`config.mk`:
```
export PLATFORM = sky130hd
export DESIGN_NAME = prog_truth_table
export DESIGN_NICKNAME = d
export VERILOG_FILES = /design/src/rtl/prog_truth_table.sv
export SDC_FILE = /design/constraint.sdc
export NUM_CORES = 1
export LEC_CHECK = 0
export BUFFER_PORTS_ARGS = -buffer_cell sky130_fd_sc_hd__buf_2
export CORE_MARGIN = 4
export CORE_UTILIZATION = 58
export DETAILED_ROUTE_END_ITERATION = 16
export GPL_ROUTABILITY_DRIVEN = 0
export GPL_TIMING_DRIVEN = 1
export HOLD_SLACK_MARGIN = 0.02
export PLACE_DENSITY = 0.77
export SETUP_SLACK_MARGIN = 0.05
export SLEW_MARGIN = 20
export SYNTH_ARGS = -nofsm -noshare
export SYNTH_HDL_FRONTEND = slang
export SYNTH_SLANG_ARGS = --single-unit
export TNS_END_PERCENT = 50
```
`constraint.sdc`:
```
create_clock -name clk -period 1.95 [get_ports clk]
set_input_delay 0.0975 -clock clk [delete_from_list [all_inputs] [get_ports clk]]
set_output_delay 0.0975 -clock clk [all_outputs]
set_load 0.1 [all_outputs]
```
`src/rtl/prog_truth_table.sv`:
```
// prog_truth_table
//   Runtime-programmable truth-table evaluator. Each of N_CH channels is an
//   independent Boolean function of the shared N_IN-bit input vector, held as
//   a 2**N_IN-bit table. New tables shift in serially (MSB of the full
//   N_CH*TT_W vector first) into a shadow register and commit in one cycle.
//   Evaluation is registered with latency 1 and is never stalled by loading.
// Ports
//   clk, rst_n            rising-edge clock, asynchronous active-low reset
//   in_valid, in_vec      evaluation request and function inputs
//   out_valid, out_vec    registered result; out_vec[c] = table_c[in_vec]
//   cfg_start             begin (or restart) a table load
//   cfg_valid, cfg_bit    serial table bit, taken when cfg_valid & cfg_ready
//   cfg_ready             high while a load is accepting bits
//   cfg_done              one-cycle pulse on the cycle after commit
module prog_truth_table #(
  parameter int unsigned N_IN = 3,
  parameter int unsigned N_CH = 2,
  parameter logic [N_CH*(2**N_IN)-1:0] INIT_TT = 16'h3532
) (
  input  logic            clk,
  input  logic            rst_n,
  input  logic            in_valid,
  input  logic [N_IN-1:0] in_vec,
  output logic            out_valid,
  output logic [N_CH-1:0] out_vec,
  input  logic            cfg_start,
  input  logic            cfg_valid,
  input  logic            cfg_bit,
  output logic            cfg_ready,
  output logic            cfg_done
);

  localparam int unsigned TT_W = 2**N_IN;
  localparam int unsigned W    = N_CH * TT_W;
  localparam int unsigned CW   = $clog2(W + 1);
  localparam logic [CW-1:0] LAST = CW'(W - 1);

  if (W > 4096) begin : g_width_check
    $error("prog_truth_table: N_CH*2**N_IN must not exceed 4096");
  end

  typedef enum logic [1:0] {
    S_IDLE,
    S_LOAD,
    S_COMMIT
  } state_t;

  state_t          r_state;
  logic [W-1:0]    r_active_tt;
  logic [W-1:0]    r_shadow;
  logic [CW-1:0]   r_count;
  logic [N_CH-1:0] r_out_vec;
  logic            r_out_valid;
  logic            r_cfg_ready;
  logic            r_cfg_done;

  logic [N_CH-1:0] w_lookup;
  logic [TT_W-1:0] w_tt;

  always_comb begin
    w_lookup = '0;
    w_tt     = '0;
    for (int unsigned c = 0; c < N_CH; c++) begin
      w_tt        = r_active_tt[c*TT_W +: TT_W];
      w_lookup[c] = w_tt[in_vec];
    end
  end

  always_ff @(posedge clk or negedge rst_n) begin
    if (!rst_n) begin
      r_state     <= S_IDLE;
      r_active_tt <= INIT_TT;
      r_shadow    <= '0;
      r_count     <= '0;
      r_out_vec   <= '0;
      r_out_valid <= 1'b0;
      r_cfg_ready <= 1'b0;
      r_cfg_done  <= 1'b0;
    end else begin
      // Lookup uses the table as it stands before this edge, so a request
      // in the commit cycle still sees the old table.
      if (in_valid) begin
        r_out_vec   <= w_lookup;
        r_out_valid <= 1'b1;
      end else begin
        r_out_valid <= 1'b0;
      end

      r_cfg_done <= 1'b0;

      unique case (r_state)
        S_IDLE: begin
          if (cfg_start) begin
            r_state     <= S_LOAD;
            r_count     <= '0;
            r_shadow    <= '0;
            r_cfg_ready <= 1'b1;
          end
        end
        S_LOAD: begin
          // A restart wins over a bit offered in the same cycle.
          if (cfg_start) begin
            r_count  <= '0;
            r_shadow <= '0;
          end else if (cfg_valid) begin
            r_shadow <= {r_shadow[W-2:0], cfg_bit};
            r_count  <= r_count + CW'(1);
            if (r_count == LAST) begin
              r_state     <= S_COMMIT;
              r_cfg_ready <= 1'b0;
            end
          end
        end
        S_COMMIT: begin
          r_active_tt <= r_shadow;
          r_state     <= S_IDLE;
          r_cfg_done  <= 1'b1;
        end
        default: begin
          r_state     <= S_IDLE;
          r_cfg_ready <= 1'b0;
        end
      endcase
    end
  end

  assign out_vec   = r_out_vec;
  assign out_valid = r_out_valid;
  assign cfg_ready = r_cfg_ready;
  assign cfg_done  = r_cfg_done;

endmodule
```
==> metrics.csv <==
stage;metric;value;unit
routing;vias;1111;
power_and_ir_drop;ir_worst_vdd;0.0004965;V
routing;first_iter_violations;63;
cts;clkTransAtPathRegs;0.12;ns
setup_path;critPathRequiredTime;2.23;ns
power_and_ir_drop;p_seq_share;59.6;%
cts;cts_buffers;5;
cells_and_area;drive_above_1_share;33.12;%
sta;hold_violations;0;
power_and_ir_drop;clkPwrFrac;34.9;%
setup_path;cp_slowest_stage_delay;0.42;ns
setup_path;cp_num_buf_inv;0;
power_and_ir_drop;switching_share;21.26;%
cells_and_area;n_antenna_cell;0;
power_and_ir_drop;intPower;1.223;mW
floorplanning;die-area;4213;µm²
cells_and_area;layout.nets;164;
global_routing;grt_max_degree;29;
routing;firstDrtPassIters;4;
setup_path;cp_common_cell;ha_1;
sta;max_freq;0.5909;GHz
setup_path;slowest_stage;dfrtp_1;
sta;setup_viol;0;
routing;route.detailed.drc;0;
synth;netlist-cell-type-count;26;
routing;drtAntennaViolNets;0;
routing;avgRoutedWirePerCell;15.52;µm
setup_path;path_class;register to register;
hold_path;hold_class;input pin to register;
cts;postCtsSetupBuffers;0;
placed_design;port_buffers;13;
floorplanning;io_pins;14;
synth;syn-cell-area;1878;µm²
synth;syn_inst;133;
synth;ys_seq_area_share;59.09;%
floorplanning;core-area;3078;µm²
synth;synth.avg_cell_area;14.12;µm²
cts;cts_buffer_depth;2;
sta;finalCritPeriodShare;86.79;%
setup_path;path_delay_family;adder cells;
cts;cts_sinks;44;
power_and_ir_drop;p_switching;0.3300;mW
sta;final.setup.tns;0;ns
setup_path;cp.arrival;1.97;ns
synth;ys_ff_latch;44;
synth;yosys_warnings;0;
sta;final-max-slew-violation-count;0;
cells_and_area;nFillCells;245;
sta;period_needed;1.692;ns
power_and_ir_drop;p_comb_share;5.5;%
floorplanning;start_util;61.02;%
floorplanning;die_w;64.91;µm
sta;rsz0062_at_grt;false;
run_status;outcome;finished, final reports clean;
cts;insertion_delay;0.35;ns
power_and_ir_drop;cellPowerDensity;748.9;nW/µm²
global_routing;grt_pass1_vias;1172;
setup_path;start_kind;register;
power_and_ir_drop;design_power_total;1.553;mW
setup_path;end_kind;register;
global_routing;gr-total-overflow;0;
synth;syn_nets;144;
global_routing;grt_usage;17.57;%
global_routing;grt_pass1_wl;5437;µm
sta;slew_headroom;59.98;%
setup_path;path_max_fanout;3;
cts;cts_resized;0;
setup_path;crit_path_cell_trace;ha_1, and3_1, ha_1, nor4bb_1, a21oi_1, o21ai_0;
sta;tightest_slew;0.6003;ns
power_and_ir_drop;cellLeakagePower;1.017;nW
placed_design;post-dp-hpwl;2193;µm
cts;cts_htree_levels;2;
floorplanning;die_y;64.91;µm
sta;skew;0.01704;ns
floorplanning;num_rows;20;
cells_and_area;syn2layout_area_growth;10.39;%
routing;via_per_inst;5.611;
routing;finalWirelength;3073;µm
cts;root_buffer;clkbuf_4;
global_routing;antenna_found_initial;0;
cts;cts_tree;yes;
flow_run;max_cap_violations;0;
power groups by stage:
stage               registers [mW]  logic (mW)  clock network [mW]
CTS                          0.926      0.0878               0.558
finish                       0.926      0.0855               0.541
detailed placement           0.942      0.0831                   0
global route                 0.927      0.0963               0.605
floorplan                    0.949      0.0370                   0
global placement             0.942      0.0797                   0
area by class of cell:
cell class | count | area (µm²) | share of cell area, %
Inverter | 5 | 18.77 | 0.9052
Tap cell | 44 | 55.05 | 2.655
Clock buffer | 7 | 45.04 | 2.173
Sequential cell | 44 | 1110 | 53.53
Timing Repair Buffer | 21 | 132.6 | 6.397
Multi-Input combinational cell | 76 | 681.9 | 32.89
Clock inverter | 1 | 30.03 | 1.448
worst register-to-register path, stage by stage, from the launching register on:
cell and delay [ns]:
dfrtp_1 0.42, ha_1 0.22, and3_1 0.19, ha_1 0.27, nor4bb_1 0.30, a21oi_1 0.08, o21ai_0 0.14
per-stage QoR:
| step | hold WS [ns] | std cells | instance area [µm²] | setup slack, ns | utilization [%] |
|---|---|---|---|---|---|
| after floorplan | -0.1981 | 133 | 1878 | 0.4478 | - |
| after global placement | 0.1270 | 187 | 1968 | 0.4133 | 63.94 |
| after detailed placement | 0.1305 | 187 | 1968 | 0.2750 | 63.94 |
| after CTS | 0.03878 | 198 | 2073 | 0.2746 | 67.36 |
| after global routing | 0.03277 | 198 | 2073 | 0.2213 | 67.36 |
| final | 0.06598 | 198 | 2073 | 0.2576 | 67.36 |
repair_timing:
| item | 4_1_cts | 5_1_grt |
|---|---|---|
| hold buffers | 3 | 0 |
| endpoints found under the setup margin | 0 | 0 |
| endpoints found under the hold margin | 25 | 0 |
sequential cells by signal, summed over array words and instances, names as in the netlist:
name / cells
r_count: 5
r_active_tt: 16
out_valid: 1
r_state: 2
r_shadow: 16
out_vec: 2
cfg_ready: 1
cfg_done: 1
cells in the mapped netlist:
cell | number | area, µm²
dfrtp_1 | 37 | 925.9
a22o_1 | 17 | 148.9
mux2_2 | 17 | 191.4
mux2i_1 | 11 | 110.1
dfstp_2 | 7 | 183.9
inv_1 | 5 | 18.77
nand2_1 | 5 | 18.77
a21oi_1 | 4 | 20.02
buf_6 | 4 | 45.04
buf_2 | 3 | 15.01
o21ai_0 | 3 | 15.01
ha_1 | 2 | 25.02
mux4_2 | 2 | 45.04
nand2b_1 | 2 | 12.51
nand3_1 | 2 | 10.01
nor2_1 | 2 | 7.510
a22oi_1 | 1 | 7.510
and2_1 | 1 | 6.260
and3_1 | 1 | 6.260
and4b_1 | 1 | 10.01
buf_4 | 1 | 7.510
nor3_4 | 1 | 16.27
nor4bb_1 | 1 | 10.01
o22ai_1 | 1 | 6.260
or2_1 | 1 | 6.260
xnor2_1 | 1 | 8.760
metal layers:
metal / track usage (%) / up-vias / wire, µm
met4: 9.499 / 0 / 76
met5: 0 / - / 0
met2: 27.84 / 22 / 1530
li1: - / 524 / -
met3: 4.679 / 8 / 113
met1: 21.88 / 557 / 1353
path summary, 6_finish.rpt:
check | from | endpoint | slack (ns) | cells past startpoint
worst max-delay path | r_count[0] | r_count[4] | 0.26 | 6
worst min-delay path | cfg_start | r_count[4] | 0.07 | 2
worst max register to register | r_count[0] | r_count[4] | 0.26 | 6
worst min register to register | r_active_tt[0] | r_active_tt[0] | 0.52 | 1
max in group asynchronous | rst_n | r_active_tt[5] | 1.05 | 3
min in group asynchronous | rst_n | r_active_tt[7] | 0.28 | 2
placed cells by master (no fill, tap or decap), types with 2 or more instances in the layout:
cell / n
a21oi_1: 4
a22o_1: 17
buf_2: 13
buf_4: 5
clkbuf_1: 2
clkbuf_4: 5
dfrtp_1: 37
dfstp_2: 7
dlygate4sd3_1: 3
ha_1: 2
inv_1: 5
mux2_2: 17
mux2i_1: 11
mux4_2: 2
nand2_1: 5
nand2b_1: 2
nand3_1: 2
nor2_1: 2
o21ai_0: 3
cells by family after synthesis:
kind of cell / Yosys count / share of synthesized area [%]
multiplexers: 30 / 18.45
buffers and inverters: 13 / 4.597
adder cells (fa/ha/maj): 2 / 1.332
XOR/XNOR: 1 / 0.4664
AND/OR/NAND/NOR: 17 / 5.531
flip-flops: 44 / 59.09
AO/OA/AOI/OAI: 26 / 10.53
No activity file was read; power rests on OpenSTA's default activity.
